==> src/rtl/regfile_pkg.sv <==
// regfile_pkg: shared register-file write-back constants and request record
//   RF_AW    - register address width
//   RF_DW    - nominal register data width
//   RF_ZERO  - hard-wired zero register, never written
//   wr_req_t - one write-back request {valid, waddr, wdata}
package regfile_pkg;
    localparam int RF_AW = 5;
    localparam int RF_DW = 32;
    localparam logic [RF_AW-1:0] RF_ZERO = 5'd0;
    typedef struct packed {
        logic             valid;
        logic [RF_AW-1:0] waddr;
        logic [RF_DW-1:0] wdata;
    } wr_req_t;
endpackage

==> src/rtl/regfile_wb_arb_rr_pick.sv <==
// rr_pick: combinational round-robin picker
//   valid - request vector, N bits
//   ptr   - index of the last winner; search starts at ptr+1 modulo N
//   grant - one-hot winner, zero when nothing is valid
//   idx   - binary index of the winner
//   any   - at least one request is valid
module rr_pick import regfile_pkg::*; #(
    parameter int N = 3
) (
    input  logic [N-1:0]         valid,
    input  logic [$clog2(N)-1:0] ptr,
    output logic [N-1:0]         grant,
    output logic [$clog2(N)-1:0] idx,
    output logic                 any
);
    localparam int IW = $clog2(N);
    logic [IW-1:0] j;
    always_comb begin
        grant = '0;
        idx   = '0;
        any   = 1'b0;
        j     = ptr;
        for (int k = 0; k < N; k++) begin
            j = (j == IW'(N - 1)) ? '0 : j + 1'b1;
            if (!any && valid[j]) begin
                grant[j] = 1'b1;
                idx      = j;
                any      = 1'b1;
            end
        end
    end
endmodule

==> src/rtl/regfile_wb_arb.sv <==
// regfile_wb_arb: round-robin arbiter merging NREQ write-back requesters onto one register-file write port
//   clk       - clock, rising edge
//   rst       - asynchronous active-low reset
//   en        - grant enable, 0 freezes arbitration
//   req_valid - per-requester write request
//   req_waddr - per-requester destination register, 5 bits each
//   req_wdata - per-requester write data, DW bits each
//   req_ready - per-requester grant, one-hot or zero
//   rf_we     - registered write enable, never set for register 0
//   rf_waddr  - registered write address
//   rf_wdata  - registered write data
//   stall_cnt - saturating count of cycles with ungranted requests
//               (present only with REGFILE_WB_ARB_STALL_CNT_EN defined)
module regfile_wb_arb import regfile_pkg::*; #(
    parameter int NREQ = 3,
    parameter int DW   = 32
) (
    input  logic                 clk,
    input  logic                 rst,
    input  logic                 en,
    input  logic [NREQ-1:0]      req_valid,
    input  logic [NREQ*RF_AW-1:0] req_waddr,
    input  logic [NREQ*DW-1:0]   req_wdata,
    output logic [NREQ-1:0]      req_ready,
    output logic                 rf_we,
    output logic [RF_AW-1:0]     rf_waddr,
    output logic [DW-1:0]        rf_wdata
`ifdef REGFILE_WB_ARB_STALL_CNT_EN
    ,
    output logic [15:0]          stall_cnt
`endif
);
    localparam int IW = $clog2(NREQ);
    logic [IW-1:0]    ptr;
    logic [IW-1:0]    idx;
    logic [NREQ-1:0]  grant;
    logic             any;
    logic             xfer;
    logic [RF_AW-1:0] wa [NREQ];
    logic [DW-1:0]    wd [NREQ];
    always_comb begin
        for (int i = 0; i < NREQ; i++) begin
            wa[i] = req_waddr[i*RF_AW +: RF_AW];
            wd[i] = req_wdata[i*DW +: DW];
        end
    end
    rr_pick #(.N(NREQ)) u_pick (
        .valid (req_valid),
        .ptr   (ptr),
        .grant (grant),
        .idx   (idx),
        .any   (any)
    );
    // Grants are withheld while reset is asserted so no transfer can be accepted then.
    assign xfer      = en && rst && any;
    assign req_ready = xfer ? grant : '0;
    // ptr starts at the last index so requester 0 wins first after reset.
    always_ff @(posedge clk or negedge rst) begin
        if (!rst) begin
            ptr      <= IW'(NREQ - 1);
            rf_we    <= 1'b0;
            rf_waddr <= RF_ZERO;
            rf_wdata <= '0;
        end else begin
            rf_we <= xfer && (wa[idx] != RF_ZERO);
            if (xfer) begin
                ptr      <= idx;
                rf_waddr <= wa[idx];
                rf_wdata <= wd[idx];
            end
        end
    end
`ifdef REGFILE_WB_ARB_STALL_CNT_EN
    logic stall;
    assign stall = |(req_valid & ~req_ready);
    always_ff @(posedge clk or negedge rst) begin
        if (!rst)
            stall_cnt <= '0;
        else if (stall && stall_cnt != 16'hFFFF)
            stall_cnt <= stall_cnt + 16'd1;
    end
`endif
endmodule

==> config.mk <==
export PLATFORM = sky130hd
export DESIGN_NAME = regfile_wb_arb
export DESIGN_NICKNAME = d
export VERILOG_FILES = /design/src/rtl/regfile_pkg.sv /design/src/rtl/regfile_wb_arb_rr_pick.sv /design/src/rtl/regfile_wb_arb.sv
export SDC_FILE = /design/constraint.sdc
export NUM_CORES = 1
export LEC_CHECK = 0
export CORE_UTILIZATION = 39
export DETAILED_ROUTE_END_ITERATION = 10
export PLACE_DENSITY_LB_ADDON = 0.05
export SLEW_MARGIN = 25
export SYNTH_ARGS = -nofsm -noshare
export SYNTH_HDL_FRONTEND = slang
export SYNTH_SLANG_ARGS = --single-unit
==> constraint.sdc <==
create_clock -name clk -period 5.1 [get_ports clk]
set_input_delay 1.02 -clock clk [delete_from_list [all_inputs] [get_ports clk]]
set_output_delay 1.02 -clock clk [all_outputs]
set_load 0.02 [all_outputs]
==> summary.md <==
| Metric | Value |
|---|---|
| Sequential share of the synthesized area | 42.8% |
| Clock Pin Slew Worst Setup and Hold Paths | 0.07 ns |
| Pre-antenna DRT Iters | 4 |
| Total I/O pin count | 158 |
| Max-Cap Viols | 0 |
| WHS | 0.478 ns |
| Critical Setup Path Class | input pin to output port |
| Clk_skew | 0.00705 ns |
| Initial Utilization | 41.5% |
| Fmax | 0.252 GHz |
| Most frequent cell after synthesis | dfrtp_1 |
| Die W | 79.5 um |
| Cell taking the most area after synthesis | dfrtp_1 |
| TNS Setup | 0 ns |
| Synth Instances | 235 |
| Area grow syn2layout | 73.7% |
| Average size of a mapped cell | 9.96 sq um |
| Total GRT Usage | 21.0% |
| GP Congestion | 0.748 |
| Max-slew violation count | 0 |
| Port bufs | 157 |
| Top cell by count, worst path | clkdlybuf4s50_1 |
| Critical Path AT | 2.95 ns |
| Slowest cell on the critical path | clkdlybuf4s50_1 |
| Worst skew pair latency | 0.29 ns |
| Slew @ Worst Pin | 0.660 ns |
| Via Count | 2361 |
| Post-synthesis cell area | 2340 sq um |
| Register bit total from synthesis | 40 |
| Final Cycle Share | 77.8% |
| CTS tree | yes |
| Clock sinks | 40 |
| Gr ovfl total | 0 |
| Vias in the first global route | 2163 |
| Hold_buf cts | 0 |
| Layout cell share with drive strength beyond 1 | 4.94% |
| Slew margin rel. | 56.0% |
| P per Cell Area | 300 nW/um^2 |
| Post-synth top cells | dfrtp_1 (39), nor2_1 (36), mux2i_1 (35), a21o_1 (34), a211oi_1 (32) |
| Final wirelength | 6650 um |
| Yosys cell types | 28 |
| Post-CTS resize count | 0 |
| Routed len/inst | 14.6 um |
| Area share of the leading cell type in the synthesized netlist | 41.7% |
| Antenna fix cells | 0 |
| Outcome | finished, final reports clean |
| Design Power | 0.00122 W |
| Post-route cell area | 4070 sq um |
| Lkg Pwr | 1.92 nW |
| Worst Setup End Kind | output port |
| Ys async rst share | 100% |
| First-pass GRT wire length | 10200 um |
| Vias/cell | 5.17 |
| Cts bufs inserted | 5 |
| Row count | 27 |
| Final Critical Period | 3.97 ns |
| Drt drc | 0 |
| HPWL Detailed | 5010 um |
| Final setup viols | 0 |
| Detail Route Antenna Nets | 0 |
| Worst ir drop on vdd | 199 uV |
| CP cell instances | clkdlybuf4s50_1, nand2b_1, a2bb2oi_4, nor2_1, clkdlybuf4s50_1 |
| Final Hold Vio Count | 0 |
| Max Root-Sink Buffers | 2 |
| Largest fanout on the critical path | 9 |
| Critical Path RT | 4.08 ns |
| H-tree Lvls | 2 |
| Number of synthesized flops with an enable pin | 0 |
| Startpoint class of the critical path | input pin |
| Final nets | 501 |
| Syn nets | 352 |
| Largest net degree at the start of global routing | 68 |
| Starting DRT DRC Count | 93 |
| Core area | 5640 sq um |
| Worst Hold Class | register to register |
| Dominant synthesized flop cell | dfrtp_1 |
| Antenna violations before repair | 0 |
| Dpl cell area | 3960 sq um |
| # Post-CTS Setup Buffers | 0 |
| Die ar. | 6320 sq um |
| Synthesis warning total | 0 |
| Crit-path max cell delay | 0.73 ns |
| Die height | 79.5 um |
| Largest cells by area after synthesis | dfrtp_1 (42%), mux2i_1 (15%), a21o_1 (11%) |
| Root Driver | clkbuf_8 |
| RSZ-0062 raised after global routing | false |
[state kept, by name (all words and copies together) (netlist names)]
register	flops
rf_we	1
rf_waddr	5
rf_wdata	32
ptr	2
[cell families (layout without fill, tap and decap cells)]
kind of cell    count (synthesis)  in the layout  share of synthesized area, %
compound gates                 84             84                          27.2
buf+inv                        22            172                          4.76
flops                          40             40                          42.8
mux                            37             37                          15.9
simple gates                   52             52                          9.30
[report_power, final]
group          switching [W]  internal, W  total, W
Combinational       0.000254     0.000291  0.000545
Sequential         0.0000362     0.000385  0.000421
Clock               0.000110     0.000145  0.000256
[worst max-delay path: cells and delay by family]
kind / cells / cell delay [ns]
AOI/OAI and AO/OA: 1 / 0.17
and+or+nand+nor: 2 / 0.35
buffers and inverters: 2 / 1.41
[worst paths after layout]
kind                         startpoint      endpoint  slack (ns)  depth (start not counted)
setup / recovery           req_valid[1]  req_ready[1]        1.13                          5
hold / removal              rf_wdata[8]   rf_wdata[8]        0.48                          1
setup reg to reg                 ptr[1]         rf_we        2.89                          6
hold reg to reg             rf_wdata[8]   rf_wdata[8]        0.48                          1
max in group asynchronous           rst        ptr[1]        3.89                          2
min in group asynchronous           rst   rf_waddr[2]        0.84                          2
[through the flow]
| step | instances | setup WS [ns] | util [%] |
|---|---|---|---|
| after floorplan | 235 | 1.95 | - |
| after global placement | 449 | 1.22 | 70.1 |
| after detailed placement | 449 | 1.16 | 70.1 |
| after CTS | 457 | 1.11 | 72.1 |
| after global routing | 457 | 1.03 | 72.1 |
| final | 457 | 1.13 | 72.1 |
[cell usage in the layout (no fill, tap or decap), types with 2 or more instances in the layout]
master	Yosys	final
a211oi_1	32	32
a21o_1	34	34
a21oi_1	2	2
buf_4	2	5
clkbuf_8	0	5
clkdlybuf4s50_1	0	156
dfrtp_1	39	39
inv_1	2	2
mux2_2	2	2
mux2i_1	35	35
nand2_1	8	8
nand2b_1	5	5
nor2_1	36	36
o21ai_0	6	6
[cell type report]
type | count | area, sq um
Inverter | 2 | 7.51
Clock buffer | 6 | 72.6
Sequential cell | 40 | 1000
Multi-Input combinational cell | 173 | 1250
Tap cell | 72 | 90.1
Timing Repair Buffer | 162 | 1600
Clock inverter | 2 | 35.0
Fill cell | 444 | 1580
[metal layers]
layer  global-route usage [%]  share of wire (%)  vias to the layer above
met3                     7.20                9.3                        9
met1                     24.3                 41                     1098
li1                         -                  -                     1157
met4                     6.73                1.5                        0
met2                     36.1                 48                       97
met5                        0                  0                        -
No activity file was read; power rests on OpenSTA's default activity.
